===== src/rtl/reset_sequencer_pkg.sv =====
// Shared state type, default configuration and sizing helper for the reset sequencer.
package reset_sequencer_pkg;

  typedef enum logic [2:0] {
    ST_HOLD,
    ST_RELEASE,
    ST_WAIT_ACK,
    ST_GAP,
    ST_DONE
  } seqState_e;

  localparam int DefNumOuts   = 3;
  localparam int DefHoldCycles = 16;
  localparam int DefStageGap  = 4;
  localparam int DefAckTimeout = 32;

  function automatic int maxOf3(input int a, input int b, input int c);
    int m;
    m = (a > b) ? a : b;
    return (m > c) ? m : c;
  endfunction

endpackage


===== src/rtl/reset_seq_counter.sv =====
// Loadable down-counter with zero/one flags; saturates at zero instead of wrapping.
module reset_seq_counter #(
  parameter int W = 6
) (
  input  logic         clk_i,
  input  logic         rst_i,
  input  logic         clear_i,
  input  logic         load_i,
  input  logic [W-1:0] loadVal_i,
  input  logic         dec_i,
  output logic         zero_o,
  output logic         one_o
);

  logic [W-1:0] count_q;
  logic [W-1:0] count_d;

  always_comb begin
    count_d = count_q;
    if (clear_i) begin
      count_d = '0;
    end else if (load_i) begin
      count_d = loadVal_i;
    end else if (dec_i && (count_q != '0)) begin
      count_d = count_q - W'(1);
    end
  end

  always_ff @(posedge clk_i) begin
    if (rst_i) begin
      count_q <= '0;
    end else begin
      count_q <= count_d;
    end
  end

  assign zero_o = (count_q == '0);
  assign one_o  = (count_q == W'(1));

endmodule


===== src/rtl/reset_sequencer.sv =====
// Staged reset release with per-domain acknowledge and software restart.
// Define RESET_SEQUENCER_TIMEOUT_EN to enable the acknowledge timeout and retry.
module reset_sequencer
  import reset_sequencer_pkg::*;
#(
  parameter int NUM_OUTS    = DefNumOuts,
  parameter int HOLD_CYCLES = DefHoldCycles,
  parameter int STAGE_GAP   = DefStageGap,
  parameter int ACK_TIMEOUT = DefAckTimeout
) (
  input  logic                clk_i,
  input  logic                rst_i,
  input  logic                sw_rst_req_i,
  input  logic [NUM_OUTS-1:0] stage_ack_i,
  output logic [NUM_OUTS-1:0] rst_o,
  output logic [2:0]          stage_o,
  output logic                busy_o,
  output logic                done_o,
  output logic                timeout_o
);

  localparam int CntW = $clog2(maxOf3(HOLD_CYCLES, STAGE_GAP, ACK_TIMEOUT) + 1);

  seqState_e           state_q, state_d;
  logic [2:0]          stage_q, stage_d;
  logic [NUM_OUTS-1:0] rstVec_q, rstVec_d;

  logic            cntClear;
  logic            cntLoad;
  logic [CntW-1:0] cntLoadVal;
  logic            cntDec;
  logic            cntZero;
  logic            cntOne;

  logic ackCur;
  logic lastStage;

`ifdef RESET_SEQUENCER_TIMEOUT_EN
  logic timeout_q, timeout_d;
`endif

  reset_seq_counter #(
    .W(CntW)
  ) uCounter (
    .clk_i     (clk_i),
    .rst_i     (rst_i),
    .clear_i   (cntClear),
    .load_i    (cntLoad),
    .loadVal_i (cntLoadVal),
    .dec_i     (cntDec),
    .zero_o    (cntZero),
    .one_o     (cntOne)
  );

  always_comb begin
    ackCur = 1'b0;
    for (int k = 0; k < NUM_OUTS; k++) begin
      if (3'(k) == stage_q) begin
        ackCur = stage_ack_i[k];
      end
    end
  end

  assign lastStage = (stage_q == 3'(NUM_OUTS - 1));

  // HOLD starts from a cleared counter, so its first edge loads the remaining
  // count; the release edge itself completes the gap, hence the minus-one loads.
  always_comb begin
    state_d    = state_q;
    stage_d    = stage_q;
    rstVec_d   = rstVec_q;
    cntClear   = 1'b0;
    cntLoad    = 1'b0;
    cntLoadVal = '0;
    cntDec     = 1'b0;
`ifdef RESET_SEQUENCER_TIMEOUT_EN
    timeout_d  = timeout_q;
`endif

    if (sw_rst_req_i) begin
      state_d  = ST_HOLD;
      stage_d  = '0;
      rstVec_d = '1;
      cntClear = 1'b1;
    end else begin
      unique case (state_q)
        ST_HOLD: begin
          if (cntOne || (cntZero && (HOLD_CYCLES == 1))) begin
            state_d  = ST_RELEASE;
            cntClear = 1'b1;
          end else if (cntZero) begin
            cntLoad    = 1'b1;
            cntLoadVal = CntW'(HOLD_CYCLES - 1);
          end else begin
            cntDec = 1'b1;
          end
        end

        ST_RELEASE: begin
          for (int k = 0; k < NUM_OUTS; k++) begin
            if (3'(k) == stage_q) begin
              rstVec_d[k] = 1'b0;
            end
          end
          state_d = ST_WAIT_ACK;
`ifdef RESET_SEQUENCER_TIMEOUT_EN
          cntLoad    = 1'b1;
          cntLoadVal = CntW'(ACK_TIMEOUT);
`endif
        end

        ST_WAIT_ACK: begin
          if (ackCur) begin
            cntClear = 1'b1;
            if (lastStage) begin
              state_d = ST_DONE;
            end else if (STAGE_GAP == 1) begin
              state_d = ST_RELEASE;
              stage_d = stage_q + 3'd1;
            end else begin
              state_d    = ST_GAP;
              cntClear   = 1'b0;
              cntLoad    = 1'b1;
              cntLoadVal = CntW'(STAGE_GAP - 1);
            end
          end
`ifdef RESET_SEQUENCER_TIMEOUT_EN
          else if (cntOne) begin
            timeout_d = 1'b1;
            state_d   = ST_HOLD;
            stage_d   = '0;
            rstVec_d  = '1;
            cntClear  = 1'b1;
          end else begin
            cntDec = 1'b1;
          end
`endif
        end

        ST_GAP: begin
          if (cntOne) begin
            state_d  = ST_RELEASE;
            stage_d  = stage_q + 3'd1;
            cntClear = 1'b1;
          end else begin
            cntDec = 1'b1;
          end
        end

        ST_DONE: begin
          state_d = ST_DONE;
        end

        default: begin
          state_d  = ST_HOLD;
          stage_d  = '0;
          rstVec_d = '1;
          cntClear = 1'b1;
        end
      endcase
    end
  end

  always_ff @(posedge clk_i) begin
    if (rst_i) begin
      state_q  <= ST_HOLD;
      stage_q  <= '0;
      rstVec_q <= '1;
    end else begin
      state_q  <= state_d;
      stage_q  <= stage_d;
      rstVec_q <= rstVec_d;
    end
  end

`ifdef RESET_SEQUENCER_TIMEOUT_EN
  always_ff @(posedge clk_i) begin
    if (rst_i) begin
      timeout_q <= 1'b0;
    end else begin
      timeout_q <= timeout_d;
    end
  end

  assign timeout_o = timeout_q;
`else
  assign timeout_o = 1'b0;
`endif

  assign rst_o   = rstVec_q;
  assign stage_o = stage_q;
  assign busy_o  = (state_q != ST_DONE);
  assign done_o  = (state_q == ST_DONE);

endmodule


===== config.mk =====
export PLATFORM = sky130hd
export DESIGN_NAME = reset_sequencer
export DESIGN_NICKNAME = d
export VERILOG_FILES = /design/src/rtl/reset_sequencer_pkg.sv /design/src/rtl/reset_seq_counter.sv /design/src/rtl/reset_sequencer.sv
export SDC_FILE = /design/constraint.sdc
export NUM_CORES = 1
export LEC_CHECK = 0
export CORE_MARGIN = 2
export CORE_UTILIZATION = 56
export CTS_CLUSTER_DIAMETER = 100
export CTS_CLUSTER_SIZE = 12
export DETAILED_ROUTE_END_ITERATION = 16
export GPL_TIMING_DRIVEN = 0
export PLACE_DENSITY = 0.8
export SLEW_MARGIN = 10
export SYNTH_ARGS = -nofsm -noshare
export SYNTH_HDL_FRONTEND = slang
export SYNTH_SLANG_ARGS = --single-unit

===== constraint.sdc =====
create_clock -name clk_i -period 4.5 [get_ports clk_i]
set_clock_uncertainty 0.1 [all_clocks]
set_input_delay 0.9 -clock clk_i [delete_from_list [all_inputs] [get_ports clk_i]]
set_output_delay 0.9 -clock clk_i [all_outputs]
set_load 0.05 [all_outputs]

==> impl_results.md, run 1 <==
- Avg Cell Area, Syn: 8.61 µm²
- CTS tree: yes
- Dominant synthesized flop cell: dfxtp_1
- FF/Latch Area: 300 µm²
- RR Startpoint: uCounter.count_q[1]
- Cell taking the most area after synthesis: dfxtp_1
- Die height: 46.4 µm
- Htree depth: 1
- Final number of max-transition violations: 0
- Post-synthesis sequential area ratio: 0.298
- Largest cells by area after synthesis: dfxtp_1 (30%), ha_1 (8.7%), nor3_1 (4.0%)
- Routability cong.: 0.765
- Full die area: 2150 µm²
- Cts bufs inserted: 3
- Clock Latency Late Sink: 0.28 ns
- Compound-Gate Fraction of Synth Area: 0.227
- Post-Synthesis Cell Area: 1010 µm²
- Hold slack: 0.406 ns
- Total power: 0.000440 W
- Xor/xnor share of the synthesized area: 0.0335
- Ant diodes: 0
- Final worst setup slack: 1.34 ns
- Max-Cap Viols: 0
- CTS clk-pin slew, worst paths: 0.09 ns
- CP Launch Type: flop
- CTS Sinks: 15
- Final setup fails: 0
- Post-route setup TNS: 0 ns
- Unrepaired setup endpoints after global routing: no
- Pwr dens: 369 nW/µm²
- Leakage power figure: 0.428 nW
- Reg2reg end: uCounter.count_q[5]
- Mux contribution to synthesized area: 0.0335
- Number of I/O port buffers: 13
- Via-to-Cell Ratio: 5.53
- Clk buf depth: 2
- Hold-fix buffers, CTS: 0
- Row count: 15
- Core box area: 1710 µm²
- CTS resizes: 0
- Vias: 879
- Post-CTS Setup Bufs: 0
- Worst setup EP type: output pin
- CTS root buf: clkbuf_4
- Final period util: 0.703
- Pin count of the biggest net entering global routing: 11
- Hold Fails Final Rpt: 0
- Layout area overhead: 18.6%
- Share of post-route cells with drive strength above 1: 0.187
- First-pass GRT wire length: 3670 µm
- Ys Warns: 0
- WP data required: 3.50 ns
- Worst EP arrival: 2.16 ns
- Routed wire per std cell: 13.5 µm
- Vias in the first global route: 835
- Critical path class: flop to output pin
- Relative slew slack: 0.374
- Multi-input gate area: 644 µm²
- Initial antenna violation count: 0
- Top cell type's share of synthesized area: 0.298
- Commonest cells after routing, fill and taps aside: dfxtp_1 (15), clkdlybuf4s50_1 (13), nand2_1 (10), o21ai_0 (8), nor3_1 (8)
- Post-Synth Simple-Gate Area: 0.255
- EDFF count, synth: 0
- Slew @ Worst Pin: 0.930 ns
- Flops & latches, synth: 15
- Drt drc: 0
- Post-synthesis cell count: 117
- Final WL: 2140 µm
- HPWL Detailed: 1680 µm
- Starting DRT DRC Count: 7
- Flop-to-flop setup slack: 2.47 ns
- Syn_nets: 130
- Initial Util: 0.590
- Hold crit path type: flop to flop
- Adder-cell share of the synthesized area: 0.0870
- Fill cell count: 145
- Num ports: 15
- Worst hold endpoint: uCounter.count_q[1]
- DR pass1 iterations: 4
- Reg2Reg Depth: 6
- Maximum clock rate: 0.316 GHz
- Main combinational cell family by area after synthesis: simple AND/OR/NAND/NOR gates
- Dpl ws: 1.67 ns
- Die X: 46.4 µm
- Async set-reset flop share out of synthesis: 0
- Status: completed
- GRT overflow: 0
- Post-synth cell types: 44
- Most common cell after layout, fill and taps aside: dfxtp_1
- Crit-path max FO: 10
- Hold path start: uCounter.count_q[1]
- Layout net count: 148
- Final Critical Period: 3.16 ns
- Worst hold path cell count: 2
- Remaining antenna violation count after routing: 0
- Peak VDD IR: 284 µV
- Total Routing Usage GR: 0.240
-- Yosys cell counts, types with 2 or more instances --
master and instances:
a31oi_1 4, a21oi_1 3, dfxtp_1 15, o21ai_0 8
ha_1 7, nor3_1 8, inv_1 7, buf_2 2
nor2_1 5, a211oi_2 2, clkbuf_1 2, nand3_1 4
nor3b_1 3, a31o_2 2, mux2_2 3, nor4_1 2
o2111ai_1 2, or3_2 2, nand2_1 10, o21ai_1 2
-- worst max-delay path: stages (launching register included) --
cell and delay [ns]:
dfxtp_1 0.31, buf_2 0.20, clkbuf_1 0.35, nor2_1 0.10
nand2_1 0.11, clkdlybuf4s50_1 0.80
-- layer usage --
layer | up-vias | share of wire | wire length, µm | GRT usage
met3 | 2 | 0.037 | 79 | 0.0353
li1 | 461 | - | - | -
met2 | 18 | 0.45 | 963 | 0.358
met4 | 0 | 0.0061 | 13 | 0.0686
met5 | - | 0 | 0 | 0
met1 | 398 | 0.51 | 1090 | 0.356
-- layout make-up --
type                       instances  area share
tap                               25      0.0262
timing repair buffer              13       0.109
inverter                           7      0.0220
multi-input combinational         89       0.539
clock buffer                       4      0.0220
sequential                        15       0.251
buffer                             6      0.0304
-- through the flow --
stage	std cells	utilization	cell area [µm²]
2_1_floorplan	117	-	1010
6_report	159	0.700	1190
5_1_grt	159	0.700	1190
4_1_cts	159	0.700	1190
3_5_place_dp	155	0.684	1170
3_3_place_gp	155	0.684	1170
-- where the power goes --
part / internal [W] / switching (W) / total (W)
clock network: 0.0000344 / 0.0000433 / 0.0000777
logic: 0.0000955 / 0.000109 / 0.000205
registers: 0.000144 / 0.0000139 / 0.000158
total: 0.000274 / 0.000166 / 0.000440
-- flip-flops by register name, summed over array words and instances (netlist names) --
register,flops
uCounter.count_q,6
rst_o,3
stage_o,3
state_q,3
-- cells by family after synthesis --
| family | after synthesis |
|---|---|
| adders and majority gates | 7 |
| xor gates and xnor gates | 3 |
| AOI/OAI and AO/OA | 30 |
| DFF | 15 |
| buffers and inverters | 13 |
| and+or+nand+nor | 45 |
| other | 1 |
| muxes | 3 |
-- worst max-delay path by stage --
stage                     slack (ns)       start     end
after floorplan                 1.98  state_q[1]  done_o
after global placement          1.67  state_q[1]  busy_o
after detailed placement        1.67  state_q[1]  busy_o
after CTS                       1.35  state_q[1]  busy_o
after global routing            1.20  state_q[1]  busy_o
final                           1.34  state_q[1]  busy_o
No activity file was read; power rests on OpenSTA's default activity.
==> inputs of run 2 (changes only) <==
CORE_UTILIZATION = 47   (was 56)
PLACE_DENSITY = 0.72   (was 0.8)
clock period = 2.8 ns   (was 4.5 ns; I/O delays follow)
==> run 2 against run 1 <==
First-iteration DRC count grew to 3.9 times the previous value. Core utilization decreased by 9.5 points. Global-route usage fell by 4.9 points. Via count rose by 6.8%. Register-to-register slack worse by 1.7 ns. Critical path type unchanged. Critical endpoint unchanged. Largest cell class unchanged. Largest power group unchanged.
==> impl_results.md, run 2 (synthesis gave the netlist of run 1 again) <==
- Routability cong.: 0.816
- Commonest cells after routing, fill and taps aside: dfxtp_1 (15), clkdlybuf4s50_1 (11), nand2_1 (10), o21ai_0 (8), nor3_1 (8)
- Die X: 50.3 µm
- Layout net count: 148
- Number of I/O port buffers: 13
- Reg2reg end: uCounter.count_q[4]
- CP Launch Type: flop
- Crit-path max FO: 10
- Core box area: 1980 µm²
- Final Critical Period: 2.53 ns
- Fin util: 0.605
- Maximum clock rate: 0.395 GHz
- Design Area, Final: 1200 µm²
- Ant diodes: 0
- RR Startpoint: uCounter.count_q[1]
- Layout area overhead: 19.0%
- Final setup fails: 0
- Peak VDD IR: 559 µV
- Hold crit path type: flop to flop
- Final period util: 0.904
- Dpl ws: 0.327 ns
- CTS clk-pin slew, worst paths: 0.10 ns
- Leakage power figure: 0.445 nW
- Clk buf depth: 2
- WP data required: 2.14 ns
- HPWL Detailed: 1620 µm
- Final number of max-transition violations: 0
- Worst EP arrival: 1.87 ns
- Most common cell after layout, fill and taps aside: dfxtp_1
- Htree depth: 1
- Total Routing Usage GR: 0.191
- CTS root buf: clkbuf_4
- CTS Sinks: 15
- Slew @ Worst Pin: 0.839 ns
- Pwr dens: 595 nW/µm²
- Hold-fix buffers, CTS: 0
- Worst setup EP type: output pin
- Reg2Reg Depth: 6
- Final WL: 2110 µm
- Vias: 939
- Cts bufs inserted: 3
- Relative slew slack: 0.435
- Flop-to-flop setup slack: 0.77 ns
- Total power: 0.000714 W
- Final worst setup slack: 0.268 ns
- Via-to-Cell Ratio: 5.83
- Initial antenna violation count: 0
- Num ports: 15
- Die height: 50.3 µm
- Drt drc: 0
- Remaining antenna violation count after routing: 0
- Post-CTS Setup Bufs: 0
- Area after DPL: 1170 µm²
- Initial Util: 0.508
- Post-route setup TNS: 0 ns
- Max reg flops: 6
- Routed wire per std cell: 13.1 µm
- Clock Latency Late Sink: 0.29 ns
- Worst Setup SP: state_q[1]
- Vias in the first global route: 866
- Starting DRT DRC Count: 27
- CTS tree: yes
- Status: completed
- CP endpoint: busy_o
- Pin count of the biggest net entering global routing: 11
- Full die area: 2530 µm²
- Row count: 16
- GRT overflow: 0
- Max-Cap Viols: 0
- Share of post-route cells with drive strength above 1: 0.187
- Register with the most flip-flops: uCounter.count_q
- DR pass1 iterations: 4
- Hold Fails Final Rpt: 0
- Unrepaired setup endpoints after global routing: no
- Fill cell count: 178
- Critical path class: flop to output pin
- First-pass GRT wire length: 3830 µm
[run 2: timing repair]
item | 4_1_cts | 5_1_grt
resized for setup | 1 | 1
endpoints found under the hold margin | 0 | 0
setup endpoints to repair | 1 | 1
[run 2: worst max-delay path, stage by stage (launching register included)]
cell and delay [ns]:
dfxtp_1 0.31, buf_2 0.20, clkbuf_1 0.33, nor2_1 0.10, nand2_1 0.11, dlygate4sd2_1 0.53
[run 2: worst min path at each step]
stage,from,end,slack (ns),cells after the start
after detailed placement,uCounter.count_q[1],uCounter.count_q[1],0.40,2
final,uCounter.count_q[1],uCounter.count_q[1],0.41,2
after global placement,uCounter.count_q[1],uCounter.count_q[1],0.39,2
after global routing,uCounter.count_q[1],uCounter.count_q[1],0.44,2
after floorplan,uCounter.count_q[1],uCounter.count_q[1],0.37,2
after CTS,uCounter.count_q[1],uCounter.count_q[1],0.41,2
[run 2: per-stage QoR]
| step | hold WS (ns) | cells |
|---|---|---|
| 6_report | 0.412 | 161 |
| 5_1_grt | 0.441 | 161 |
| 4_1_cts | 0.414 | 161 |
| 3_5_place_dp | 0.397 | 157 |
| 3_3_place_gp | 0.388 | 157 |
| 2_1_floorplan | 0.365 | 117 |
[run 2: layer usage]
layer  global-route usage  up-vias  part of all wire
li1                     -      462                 -
met1                0.285      432              0.48
met2                0.294       42              0.44
met3               0.0357        3             0.080
met4               0.0270        0            0.0038
met5                    0        -                 0
[run 2: cell type report]
| class | instances | area [µm²] | area share |
|---|---|---|---|
| buffer | 6 | 36.3 | 0.0303 |
| clock buffer | 4 | 26.3 | 0.0219 |
| inverter | 7 | 26.3 | 0.0219 |
| multi-input combinational | 89 | 644 | 0.538 |
| sequential | 15 | 300 | 0.251 |
| tap | 27 | 33.8 | 0.0282 |
| timing repair buffer | 13 | 131 | 0.110 |
[run 2: report_power, final]
group / internal [W] / total, W / switching (W) / leakage (nW)
clock: 0.0000553 / 0.000130 / 0.0000746 / 0.0150
combinational: 0.000154 / 0.000329 / 0.000175 / 0.308
sequential: 0.000232 / 0.000255 / 0.0000232 / 0.122
==> inputs of run 3 (changes only) <==
CORE_UTILIZATION = 30   (was 47)
PLACE_DENSITY = 0.49   (was 0.72)
==> run 3 against run 2 <==
Sequential power about the same. Sequential cell count unchanged. Core utilization is 23 points lower. Combinational power is essentially flat. Non-clock buffer count unchanged. Largest cell class unchanged. Largest power group unchanged.
==> impl_results.md, run 3 (synthesis gave the netlist of run 1 again) <==
- Status: completed
- Vias in the first global route: 866
- WP data required: 2.14 ns
- Relative slew slack: 0.423
- Layout net count: 148
- HPWL Detailed: 1800 µm
- Routed wire per std cell: 12.9 µm
- Design Area, Final: 1220 µm²
- Register with the most flip-flops: uCounter.count_q
- Ant diodes: 0
- Clock power share: 0.178
- Sequential share of power: 0.360
- Clk buf depth: 2
- Fill cell count: 353
- Pwr dens: 579 nW/µm²
- Peak VDD IR: 143 µV
- CP Launch Type: flop
- Max reg flops: 6
- Crit-path max FO: 10
- Area after DPL: 1190 µm²
- Pint: 0.000441 W
- Most common cell after layout, fill and taps aside: dfxtp_1
- Final Critical Period: 2.54 ns
- Num ports: 15
- Initial Util: 0.307
- Worst EP arrival: 1.88 ns
- Die X: 61.9 µm
- Hold path start: uCounter.count_q[1]
- Commonest cells after routing, fill and taps aside: dfxtp_1 (15), clkdlybuf4s50_1 (11), nand2_1 (10), o21ai_0 (8), nor3_1 (8)
- Pin count of the biggest net entering global routing: 11
- Maximum clock rate: 0.393 GHz
- Initial antenna violation count: 0
- Worst Setup SP: state_q[1]
- CTS clk-pin slew, worst paths: 0.10 ns
- Hold Fails Final Rpt: 0
- Layout area overhead: 21.4%
- Clock Latency Late Sink: 0.29 ns
- CP max stage delay: 0.53 ns
- Via-to-Cell Ratio: 5.06
- Final number of max-transition violations: 0
- Critical path, cell by cell: buf_2 -> clkbuf_1 -> nor2_1 -> nand2_1 -> dlygate4sd2_1
- Vias: 911
- Htree depth: 1
- DR pass1 iterations: 4
- Post-CTS Setup Bufs: 0
- Crit-path leading delay family: buffers and inverters
- Max-Cap Viols: 0
- Final period util: 0.909
- CTS Sinks: 15
- CTS root buf: clkbuf_4
- RR Startpoint: uCounter.count_q[1]
- Worst setup EP type: output pin
- Routability cong.: 0.757
- Unrepaired setup endpoints after global routing: no
- GRT overflow: 0
- Total Routing Usage GR: 0.134
- Critical path's slowest cell: dlygate4sd2_1
- Gate power share: 0.463
- Hold crit path type: flop to flop
- Share of post-route cells with drive strength above 1: 0.187
- Full die area: 3840 µm²
- Die height: 61.9 µm
- Number of I/O port buffers: 13
- Final WL: 2320 µm
- Leakage power figure: 0.445 nW
- WP buf/inv: 3
- Critical path class: flop to output pin
- Remaining antenna violation count after routing: 0
- Post-route setup TNS: 0 ns
- Final setup fails: 0
- CTS tree: yes
- Starting DRT DRC Count: 49
- Sw frac: 0.376
- Row count: 21
- Slew @ Worst Pin: 0.858 ns
- Cts bufs inserted: 3
- Core box area: 3280 µm²
- Sw Pwr: 0.000266 W
- First-pass GRT wire length: 3730 µm
- Drt drc: 0
[run 3: cell counts in the layout (fill, tap and decap cells not counted)]
No cell type changed its count.
[run 3: timing repair]
item | CTS | global route
resized for setup | 1 | 1
hold buffers | 0 | 0
endpoints found under the setup margin | 1 | 1
[run 3: worst paths after layout]
| kind | cells after the start | end | slack [ns] |
|---|---|---|---|
| setup / recovery | 5 | busy_o | 0.26 |
| hold / removal | 2 | uCounter.count_q[1] | 0.40 |
| setup reg to reg | 6 | uCounter.count_q[4] | 0.74 |
| hold reg to reg | 2 | uCounter.count_q[1] | 0.40 |
[run 3: tightest hold or removal path: stages (launching register included)]
cell and delay (ns):
dfxtp_1 0.34, nand2_1 0.06, a31oi_1 0.06
[run 3: final cells by class]
type / count / area (µm²) / area share
buffer: 6 / 36.3 / 0.0297
clock buffer: 4 / 26.3 / 0.0215
inverter: 7 / 26.3 / 0.0215
multi-input combinational: 89 / 644 / 0.527
sequential: 15 / 300 / 0.246
tap: 46 / 57.6 / 0.0471
timing repair buffer: 13 / 131 / 0.107
[run 3: through the flow]
stage | instances | hold WS (ns) | utilization | setup WS (ns) | total power, W
floorplan | 117 | 0.365 | - | 0.618 | 0.000525
global placement | 176 | 0.391 | 0.364 | 0.276 | 0.000585
detailed placement | 176 | 0.396 | 0.364 | 0.287 | 0.000592
CTS | 180 | 0.410 | 0.371 | 0.0263 | 0.000720
global route | 180 | 0.431 | 0.372 | 0.128 | 0.000765
finish | 180 | 0.404 | 0.372 | 0.256 | 0.000707
[run 3: layer usage]
layer / routed length (µm) / up-vias / track usage / share of wire
li1: - / 464 / - / -
met1: 1080 / 430 / 0.168 / 0.46
met2: 1140 / 15 / 0.219 / 0.49
met3: 80 / 2 / 0.0331 / 0.035
met4: 15 / 0 / 0.0547 / 0.0065
met5: 0 / - / 0 / 0
[run 3: power by group through the flow]
| stage | clock network [W] | registers (W) | logic [W] |
|---|---|---|---|
| after floorplan | 0 | 0.000255 | 0.000270 |
| after global placement | 0 | 0.000258 | 0.000327 |
| after detailed placement | 0 | 0.000259 | 0.000332 |
| after CTS | 0.000132 | 0.000254 | 0.000333 |
| after global routing | 0.000141 | 0.000257 | 0.000367 |
| final | 0.000126 | 0.000254 | 0.000327 |
